--- config.mk ---
export PLATFORM = sky130hd
export DESIGN_NAME = sev_seg_scan
export DESIGN_NICKNAME = d
export VERILOG_FILES = /design/src/rtl/sev_seg_pkg.sv /design/src/rtl/sev_seg_glyph.sv /design/src/rtl/sev_seg_scan.sv
export SDC_FILE = /design/constraint.sdc
export NUM_CORES = 1
export LEC_CHECK = 0
export ABC_AREA = 1
export ABC_CLOCK_PERIOD_IN_PS = 2200
export CAP_MARGIN = 20
export CORE_MARGIN = 2
export CORE_UTILIZATION = 35
export DETAILED_ROUTE_END_ITERATION = 10
export DONT_BUFFER_PORTS = 1
export HOLD_SLACK_MARGIN = 0.05
export PLACE_DENSITY = 0.57
export SETUP_SLACK_MARGIN = 0.02
export SYNTH_ARGS = -nofsm -noshare
export SYNTH_HDL_FRONTEND = slang
export SYNTH_HIERARCHICAL = 1
export SYNTH_SLANG_ARGS = --single-unit
export TNS_END_PERCENT = 100
--- constraint.sdc ---
create_clock -name clk -period 2.2 [get_ports clk]
set_clock_uncertainty 0.1 [all_clocks]
set_input_delay 0.55 -clock clk [delete_from_list [all_inputs] [get_ports clk]]
set_output_delay 0.55 -clock clk [all_outputs]
set_load 0.01 [all_outputs]
--- src/rtl/sev_seg_pkg.sv ---
// Shared constants for the seven-segment scan driver: glyph codes for the
// non-hex symbols and the active-low segment bus layout.
package sev_seg_pkg;

    typedef logic [4:0] glyph_code_t;
    typedef logic [7:0] seg_t;

    // Glyph codes beyond the hex range 0..15
    localparam glyph_code_t GLY_L     = 5'd16;
    localparam glyph_code_t GLY_R     = 5'd17;
    localparam glyph_code_t GLY_DASH  = 5'd18;
    localparam glyph_code_t GLY_BLANK = 5'd19;

    // Segment bus is {dp,g,f,e,d,c,b,a}, active-low
    localparam seg_t SEG_BLANK  = 8'hFF;
    localparam int   SEG_DP_BIT = 7;

endpackage

--- src/rtl/sev_seg_glyph.sv ---
// Combinational glyph table: 5-bit code to active-low segment pattern with
// the decimal point off. Codes 19..31 are blank.
module sev_seg_glyph
    import sev_seg_pkg::*;
(
    input  logic [4:0] code,
    output logic [7:0] seg
);

    // Table lookup; unlisted codes fall through to blank
    always_comb begin
        // NOTE: default assigned first so no path leaves seg unassigned (no latch).
        seg = SEG_BLANK;
        case (code)
            5'd0:      seg = 8'hC0;
            5'd1:      seg = 8'hF9;
            5'd2:      seg = 8'hA4;
            5'd3:      seg = 8'hB0;
            5'd4:      seg = 8'h99;
            5'd5:      seg = 8'h92;
            5'd6:      seg = 8'h82;
            5'd7:      seg = 8'hF8;
            5'd8:      seg = 8'h80;
            5'd9:      seg = 8'h90;
            5'd10:     seg = 8'h88;
            5'd11:     seg = 8'h83;
            5'd12:     seg = 8'hC6;
            5'd13:     seg = 8'hA1;
            5'd14:     seg = 8'h86;
            5'd15:     seg = 8'h8E;
            GLY_L:     seg = 8'hC7;
            GLY_R:     seg = 8'hAF;
            GLY_DASH:  seg = 8'hBF;
            default:   seg = SEG_BLANK;
        endcase
    end

endmodule

--- src/rtl/sev_seg_scan.sv ---
// Time-multiplexed multi-digit seven-segment driver. Each digit slot lasts
// REFRESH_DIV cycles, the first of which is blanked to stop ghosting. Inputs
// are captured once per frame so a frame never mixes old and new values.
module sev_seg_scan
    import sev_seg_pkg::*;
#(
    parameter int NUM_DIGITS  = 4,
    parameter int REFRESH_DIV = 50000,
    parameter int BLINK_DIV   = 25
) (
    input  logic                    clk,
    input  logic                    reset,
    input  logic                    enable,
    input  logic [5*NUM_DIGITS-1:0] codes,
    input  logic [NUM_DIGITS-1:0]   dp_in,
    input  logic [NUM_DIGITS-1:0]   blink_en,
    output logic [7:0]              display,
    output logic [NUM_DIGITS-1:0]   anode,
    output logic                    frame_tick
);

    localparam int PW = $clog2(REFRESH_DIV);
    localparam int IW = (NUM_DIGITS > 1) ? $clog2(NUM_DIGITS) : 1;
    localparam int BW = (BLINK_DIV > 1) ? $clog2(BLINK_DIV) : 1;

    typedef logic [PW-1:0] pre_t;
    typedef logic [IW-1:0] idx_t;
    typedef logic [BW-1:0] blk_t;

    localparam pre_t P_LAST = pre_t'(REFRESH_DIV - 1);
    localparam idx_t I_LAST = idx_t'(NUM_DIGITS - 1);
    localparam blk_t B_LAST = blk_t'(BLINK_DIV - 1);

    pre_t        p;
    idx_t        i;
    blk_t        bcnt;
    logic        blink_phase;

    glyph_code_t shadow_code [NUM_DIGITS];
    logic [NUM_DIGITS-1:0] shadow_dp;
    logic [NUM_DIGITS-1:0] shadow_blink;

    logic        p_wrap;
    logic        frame_wrap;
    logic        frame_start;
    glyph_code_t code_sel;
    seg_t        glyph_seg;
    seg_t        display_next;
    logic [NUM_DIGITS-1:0] anode_next;

    assign p_wrap      = (p == P_LAST);
    assign frame_wrap  = p_wrap && (i == I_LAST);
    assign frame_start = (p == '0) && (i == '0);

    // Prescaler, digit index and blink counters; all parked at 0 while disabled
    always_ff @(posedge clk) begin
        // NOTE: sequential state uses non-blocking assignments so every register samples pre-edge values.
        if (reset) begin
            p           <= '0;
            i           <= '0;
            bcnt        <= '0;
            blink_phase <= 1'b0;
        end else if (!enable) begin
            p           <= '0;
            i           <= '0;
            bcnt        <= '0;
            blink_phase <= 1'b0;
        end else begin
            if (p_wrap) begin
                p <= '0;
                i <= (i == I_LAST) ? '0 : i + 1'b1;
            end else begin
                p <= p + 1'b1;
            end
            if (frame_wrap) begin
                if (bcnt == B_LAST) begin
                    bcnt        <= '0;
                    blink_phase <= ~blink_phase;
                end else begin
                    bcnt <= bcnt + 1'b1;
                end
            end
        end
    end

    // Frame-coherent capture of the digit inputs at the start of each frame
    always_ff @(posedge clk) begin
        // NOTE: the shadow bank is a handful of flops, not a RAM, so it is reset to a known blank.
        if (reset) begin
            for (int d = 0; d < NUM_DIGITS; d++) shadow_code[d] <= GLY_BLANK;
            shadow_dp    <= '0;
            shadow_blink <= '0;
        end else if (frame_start) begin
            for (int d = 0; d < NUM_DIGITS; d++) shadow_code[d] <= codes[5*d +: 5];
            shadow_dp    <= dp_in;
            shadow_blink <= blink_en;
        end
    end

    assign code_sel = shadow_code[i];

    sev_seg_glyph u_glyph (
        .code (code_sel),
        .seg  (glyph_seg)
    );

    // Next output pattern: blank slot start, otherwise the selected digit
    always_comb begin
        anode_next   = '1;
        display_next = SEG_BLANK;
        if (enable && (p != '0)) begin
            for (int d = 0; d < NUM_DIGITS; d++) anode_next[d] = (idx_t'(d) != i);
            display_next = glyph_seg;
            if (shadow_dp[i]) display_next[SEG_DP_BIT] = 1'b0;
            // Blinked-off digits keep their anode driven but show nothing
            if (shadow_blink[i] && blink_phase) display_next = SEG_BLANK;
        end
    end

    // Output registers
    always_ff @(posedge clk) begin
        if (reset) begin
            display    <= SEG_BLANK;
            anode      <= '1;
            frame_tick <= 1'b0;
        end else begin
            display    <= display_next;
            anode      <= anode_next;
            frame_tick <= enable && frame_wrap;
        end
    end

endmodule

==> out/qor.csv, run 1 <==
stage,metric,value,unit
synthesis,async_flop_share,0,%
synthesis,netlist_area,3400,um2
synthesis,yosysMostFrequentCell,nand2_1,
floorplan,start_util,36.5,%
place,gp_congestion,0.847,
floorplan,dieArea,10500,um2
min_path,holdPathEnd,shadow_dp[1],
place,hpwl,5.09,mm
floorplan,die_x,103,um
floorplan,io_pins,44,
final_layout,n_fill_cell,963,
run_status,outcome,"finished, final reports clean",
clocking,numClockSinks,67,
clocking,numCtsBuffers,9,
setup_path,critPathRequiredTime,2.33,ns
synthesis,syn_nets,463,
route,ant_nets,0,
synthesis,ys_types,36,
min_path,hold_class,input port to flip-flop,
global_routing,antenna_found_initial,0,
min_path,min_path_cells,2,
sta,finalSetupTns,0,ns
clocking,clockRootBuffer,clkbuf_8,
power_and_ir_drop,p_leak,0.00151,uW
min_path,hp-start,dp_in[1],
synthesis,synthTopCellsByCount,"nand2_1, nor2_1, dfxtp_1, inv_1, nand3_1",
synthesis,seq_area_frac_synth,45.3,%
route,drc_errors,0,
final_layout,area_delta_synth_final,11.5,%
power_and_ir_drop,report.power.total,2640,uW
final_layout,utilization,40.7,%
flow_run,drv_cap,0,
power_and_ir_drop,powerDensity,695,nW/um2
setup_path,reg2regPathDepth,11,
route,drtPass1Iterations,4,
clocking,cts_max_level,3,
power_and_ir_drop,ir_worst_vdd,0.326,mV
setup_path,r2r_setup_slack,0.20,ns
sta,drv_slew,0,
global_routing,grt_pass1_wl,11.2,mm
setup_path,critPathKind,flip-flop to flip-flop,
synthesis,synth_top_area_cell,dfxtp_1,
sta,min_period,2.00,ns
route,wl_per_cell,12.1,um
clocking,ctsLongestPathBuffers,2,
sta,worstMarginPinSlew,0.568,ns
route,vias_per_cell,4.63,
global_routing,grt_pass1_vias,2399,
sta,fmax,500,MHz
global_routing,grt.overflow.total,0,
synthesis,postSynthCellCount,417,
clocking,insertion_delay,0.35,ns
place,portBuffers,0,
synthesis,ys_warn_count,6,
route,drt-initial-drc-count,167,
route,wl,6.82,mm
final_layout,drive_gt1_share,14.3,%
setup_path,rr_endpoint,display[3],
floorplan,core-area,9330,um2
synthesis,synth_top_area_share,27.7,%
floorplan,die_h,103,um
route,num_vias,2602,
sta,maxSlewHeadroom,62.2,%
setup_path,end_kind,flip-flop,
global_routing,grt_max_degree,22,
clocking,cts_tree,built,
setup_path,cp_max_fo,7,
synthesis,postSynthAreaPerCell,8.16,um2
floorplan,num_rows,35,
final_layout,antenna_cells,0,
sta,hold_viol,0,
synthesis,ys_ff_latch,67,
sta,setup_viol,0,
sta,rsz0062_at_grt,no,
setup_path,cp-start-kind,flip-flop,
synthesis,synth-main-ff-cell,dfxtp_1,
synthesis,synth_edf_count,20,
setup_path,cp.arrival,2.13,ns
global_routing,grt.total_usage,13.8,%
final_layout,fin_nets,474,
clocking,clk_pin_slew,0.07,ns
sta,finalCritPeriodShare,91.0,%
synthesis,synth_area_leaders,"dfxtp_1, edfxtp_1, nand2_1",
flip-flops by register name, summed over array words and instances, names as in the netlist, named ones only:
name,count
shadow_dp,4
i,2
bcnt,5
frame_tick,1
shadow_blink,4
blink_phase,1
display,8
shadow_code,20
p,16
anode,4
placed cells by master, fill, tap and decap left out, types with 10 or more instances in the layout:
cell      synthesis  routed
inv_1            45      45
a21oi_1          11      11
o21ai_0          21      20
edfxtp_1         20      20
or2_1            12      12
nor2_1           48      48
ha_1             15      15
nand3_1          34      34
dfxtp_1          47      46
nand4_1          10      10
nand2_1          82      82
logic make-up (layout without fill, tap and decap cells):
group	after synthesis	count (layout)	share of synthesized area (%)
AND/OR/NAND/NOR	224	224	32.9
flip-flops	67	67	45.3
buffers and inverters	62	78	8.02
AO/OA/AOI/OAI	43	43	6.88
adder cells (fa/ha/maj)	15	15	5.52
XOR/XNOR	5	5	1.29
other	1	1	0.110
what timing repair did:
| item | 4_1_cts | 5_1_grt |
|---|---|---|
| resized for setup | 0 | 5 |
| buffers inserted | 0 | 0 |
| endpoints found under the setup margin | 0 | 7 |
| hold buffers | 0 | 0 |
| hold endpoints to repair | 0 | 0 |
where the power goes:
group          switching, uW  leakage, uW  internal (uW)
Sequential              20.4     0.000579           1320
Clock                    480     0.000111            636
Combinational            117     0.000821           65.6
Total                    617      0.00151           2020
stage by stage:
stage | cell area [um2] | setup WS (ns) | hold slack [ns] | std cells
floorplan | 3400 | 0.136 | 0.340 | 417
global placement | 3560 | 0.0883 | 0.357 | 546
detailed placement | 3560 | 0.0512 | 0.362 | 546
CTS | 3770 | 0.0459 | 0.195 | 562
global route | 3790 | 0.0325 | 0.204 | 562
finish | 3790 | 0.198 | 0.210 | 562
worst max-delay path by stage:
stage               slack [ns]       from  cells after the start         end
global route              0.03  flip-flop                     11  display[3]
detailed placement        0.05  flip-flop                      7  display[4]
finish                    0.20  flip-flop                     11  display[3]
CTS                       0.05  flip-flop                      7  display[4]
floorplan                 0.14  flip-flop                     11  display[3]
global placement          0.09  flip-flop                      7  display[4]
critical path, stage by stage (launching register included):
cell and delay [ns]:
dfxtp_2 0.40, buf_4 0.15, o21ai_0 0.09, o22ai_1 0.21, inv_1 0.14, ha_1 0.35, inv_1 0.05, nand2_1 0.05
nand3_1 0.08, nand3_1 0.07, nand2_1 0.05, nand3b_1 0.14
metal layers:
metal | up-vias | GRT usage [%] | wire length [um]
met5 | - | 0 | 0
met2 | 54 | 19.8 | 2950
met3 | 10 | 4.20 | 334
met4 | 0 | 5.23 | 103
li1 | 1371 | - | -
met1 | 1167 | 19.4 | 3440
area by class of cell:
class	instances	area [um2]	area share [%]
sequential	67	1540	40.7
inverter	53	205	5.41
clock buffer	9	124	3.27
tap	129	161	4.26
clock inverter	7	91.3	2.41
timing repair buffer	9	67.6	1.78
multi-input combinational	288	1600	42.2
(Power assumes the default switching activity.)
==> inputs of run 2 (changes only) <==
Settings changed: MAX_ROUTING_LAYER set to met4.
==> out/qor.csv, run 2 (same netlist as run 1, synthesis figures left out) <==
stage,metric,value,unit,change
route,wl_per_cell,12.2,um,+0.51%
final_layout,layout_common_cells,"nand2_1, nor2_1, dfxtp_1",,
sta,maxSlewHeadroom,62.2,%,about the same
place,gp_congestion,0.860,,+1.6%
setup_path,path_cells,buf_4 -> o21ai_0 -> o22ai_1 -> inv_1 -> ha_1 -> nand2_1 -> nor3_1 -> nor2_1 -> nand3b_1,,
setup_path,critPathKind,flip-flop to flip-flop,,
final_layout,utilization,40.7,%,unchanged
route,num_vias,2616,,+0.54%
setup_path,cp.arrival,2.13,ns,about the same
place,dpl_cell_area,3560,um2,unchanged
flow_run,drv_cap,0,,unchanged
final_layout,antenna_cells,0,,unchanged
final_layout,area_delta_synth_final,11.5,%,unchanged
clocking,cts_max_level,3,,unchanged
power_and_ir_drop,report.power.total,2640,uW,+0.18%
sta,worstMarginPinSlew,0.567,ns,-0.000650 ns
route,wl_met1,3.52,mm,+2.2%
min_path,hp-start,dp_in[1],,
route,ant_nets,0,,unchanged
final_layout,final_common_cell,nand2_1,,
final_layout,fin_nets,474,,unchanged
final_layout,fin_area,3790,um2,unchanged
global_routing,grt_pass1_vias,2403,,+0.17%
clocking,insertion_delay,0.35,ns,about the same
floorplan,core-area,9330,um2,unchanged
sta,min_period,2.00,ns,-0.00151 ns
final_layout,regMostFlops,shadow_code,,
global_routing,grt.total_usage,14.2,%,+0.46 points
final_layout,reg_top3,"shadow_code x20, p x16, display x8",,
setup_path,r2r_setup_slack,0.20,ns,about the same
route,wl_met2,2.97,mm,+0.95%
sta,hold_viol,0,,unchanged
sta,fmax,500,MHz,about the same
clocking,ctsLongestPathBuffers,2,,unchanged
min_path,hold_class,input port to flip-flop,,
floorplan,die_x,103,um,unchanged
route,drc_errors,0,,unchanged
route,routed.top_layer,met4,,
setup_path,crit_slowest_cell,dfxtp_2,,
route,drtPass1Iterations,4,,unchanged
global_routing,grt_pass1_wl,11.2,mm,about the same
place,portBuffers,0,,unchanged
clocking,clockRootBuffer,clkbuf_8,,
final_layout,largest_reg_flops,20,,unchanged
clocking,numClockSinks,67,,unchanged
global_routing,grt.overflow.total,0,,unchanged
floorplan,die_h,103,um,unchanged
clocking,post-cts-setup-buffer-count,0,,unchanged
global_routing,grt_max_degree,22,,unchanged
route,wl_met3,314,um,-6.0%
setup_path,cp_max_fo,7,,unchanged
setup_path,end_kind,flip-flop,,
setup_path,critPathRequiredTime,2.33,ns,about the same
sta,setup_viol,0,,unchanged
place,dp.cells,546,,unchanged
route,wl,6.86,mm,+0.51%
sta,rsz0062_at_grt,no,,
setup_path,max_stage_delay,0.40,ns,about the same
sta,finalCritPeriodShare,90.9,%,about the same
sta,drv_slew,0,,unchanged
clocking,numCtsBuffers,9,,unchanged
clocking,clk_pin_slew,0.07,ns,about the same
setup_path,cp-start-kind,flip-flop,,
power_and_ir_drop,p_leak,0.00151,uW,unchanged
run_status,outcome,"finished, final reports clean",,
route,vias_per_cell,4.65,,+0.54%
final_layout,drive_gt1_share,14.3,%,unchanged
global_routing,antenna_found_initial,0,,unchanged
sta,finalSetupTns,0,ns,unchanged
route,drt-initial-drc-count,156,,-6.6%
final_layout,layoutNonFillerInstCount,562,,unchanged
floorplan,dieArea,10500,um2,unchanged
power_and_ir_drop,powerDensity,696,nW/um2,+0.18%
floorplan,start_util,36.5,%,unchanged
place,hpwl,5.09,mm,unchanged
power_and_ir_drop,ir_worst_vdd,0.326,mV,+0.11%
clocking,cts_tree,built,,
floorplan,io_pins,44,,unchanged
floorplan,num_rows,35,,unchanged
==> run 2: layer usage <==
layer | GRT usage [%] | up-vias
met4 | 5.23 | 0
met3 | 4.07 | 4
met5 | - | -
li1 | - | 1371
met1 | 19.6 | 1180
met2 | 19.8 | 61
==> run 2: final timing paths <==
| path | end | depth (start not counted) |
|---|---|---|
| worst max-delay path | display[6] | 9 |
| worst min register to register | shadow_dp[1] | 2 |
| worst max register to register | display[6] | 9 |
| worst min-delay path | shadow_dp[1] | 2 |
==> run 2: worst max-delay path, delay by kind of cell (launching register included) <==
kind / cells / cell delay (ns)
buffers and inverters: 2 / 0.29
flip-flops: 1 / 0.40
AO/OA/AOI/OAI: 2 / 0.30
adder cells (fa/ha/maj): 1 / 0.35
AND/OR/NAND/NOR: 4 / 0.44
==> run 2: what timing repair did <==
action / in CTS / in global routing
resized for setup: 0 / 5
setup endpoints to repair: 0 / 7
hold buffers: 0 / 0
==> run 2: area by class of cell <==
| type | count | area [um2] |
|---|---|---|
| fill | 963 | 5540 |
| multi-input combinational | 288 | 1600 |
| sequential | 67 | 1540 |
| inverter | 53 | 205 |
| tap | 129 | 161 |
| clock buffer | 9 | 124 |
| clock inverter | 7 | 91.3 |
| timing repair buffer | 9 | 67.6 |
==> run 2: per-stage QoR <==
| stage | hold WS (ns) | worst slack (ns) |
|---|---|---|
| 2_1_floorplan | 0.340 | 0.136 |
| 3_3_place_gp | 0.357 | 0.0883 |
| 3_5_place_dp | 0.362 | 0.0512 |
| 4_1_cts | 0.195 | 0.0459 |
| 5_1_grt | 0.201 | 0.0322 |
| 6_report | 0.208 | 0.200 |
==> run 2: power breakdown <==
group	internal (uW)	switching, uW
clock network	636	484
registers	1320	20.6
logic	65.6	117
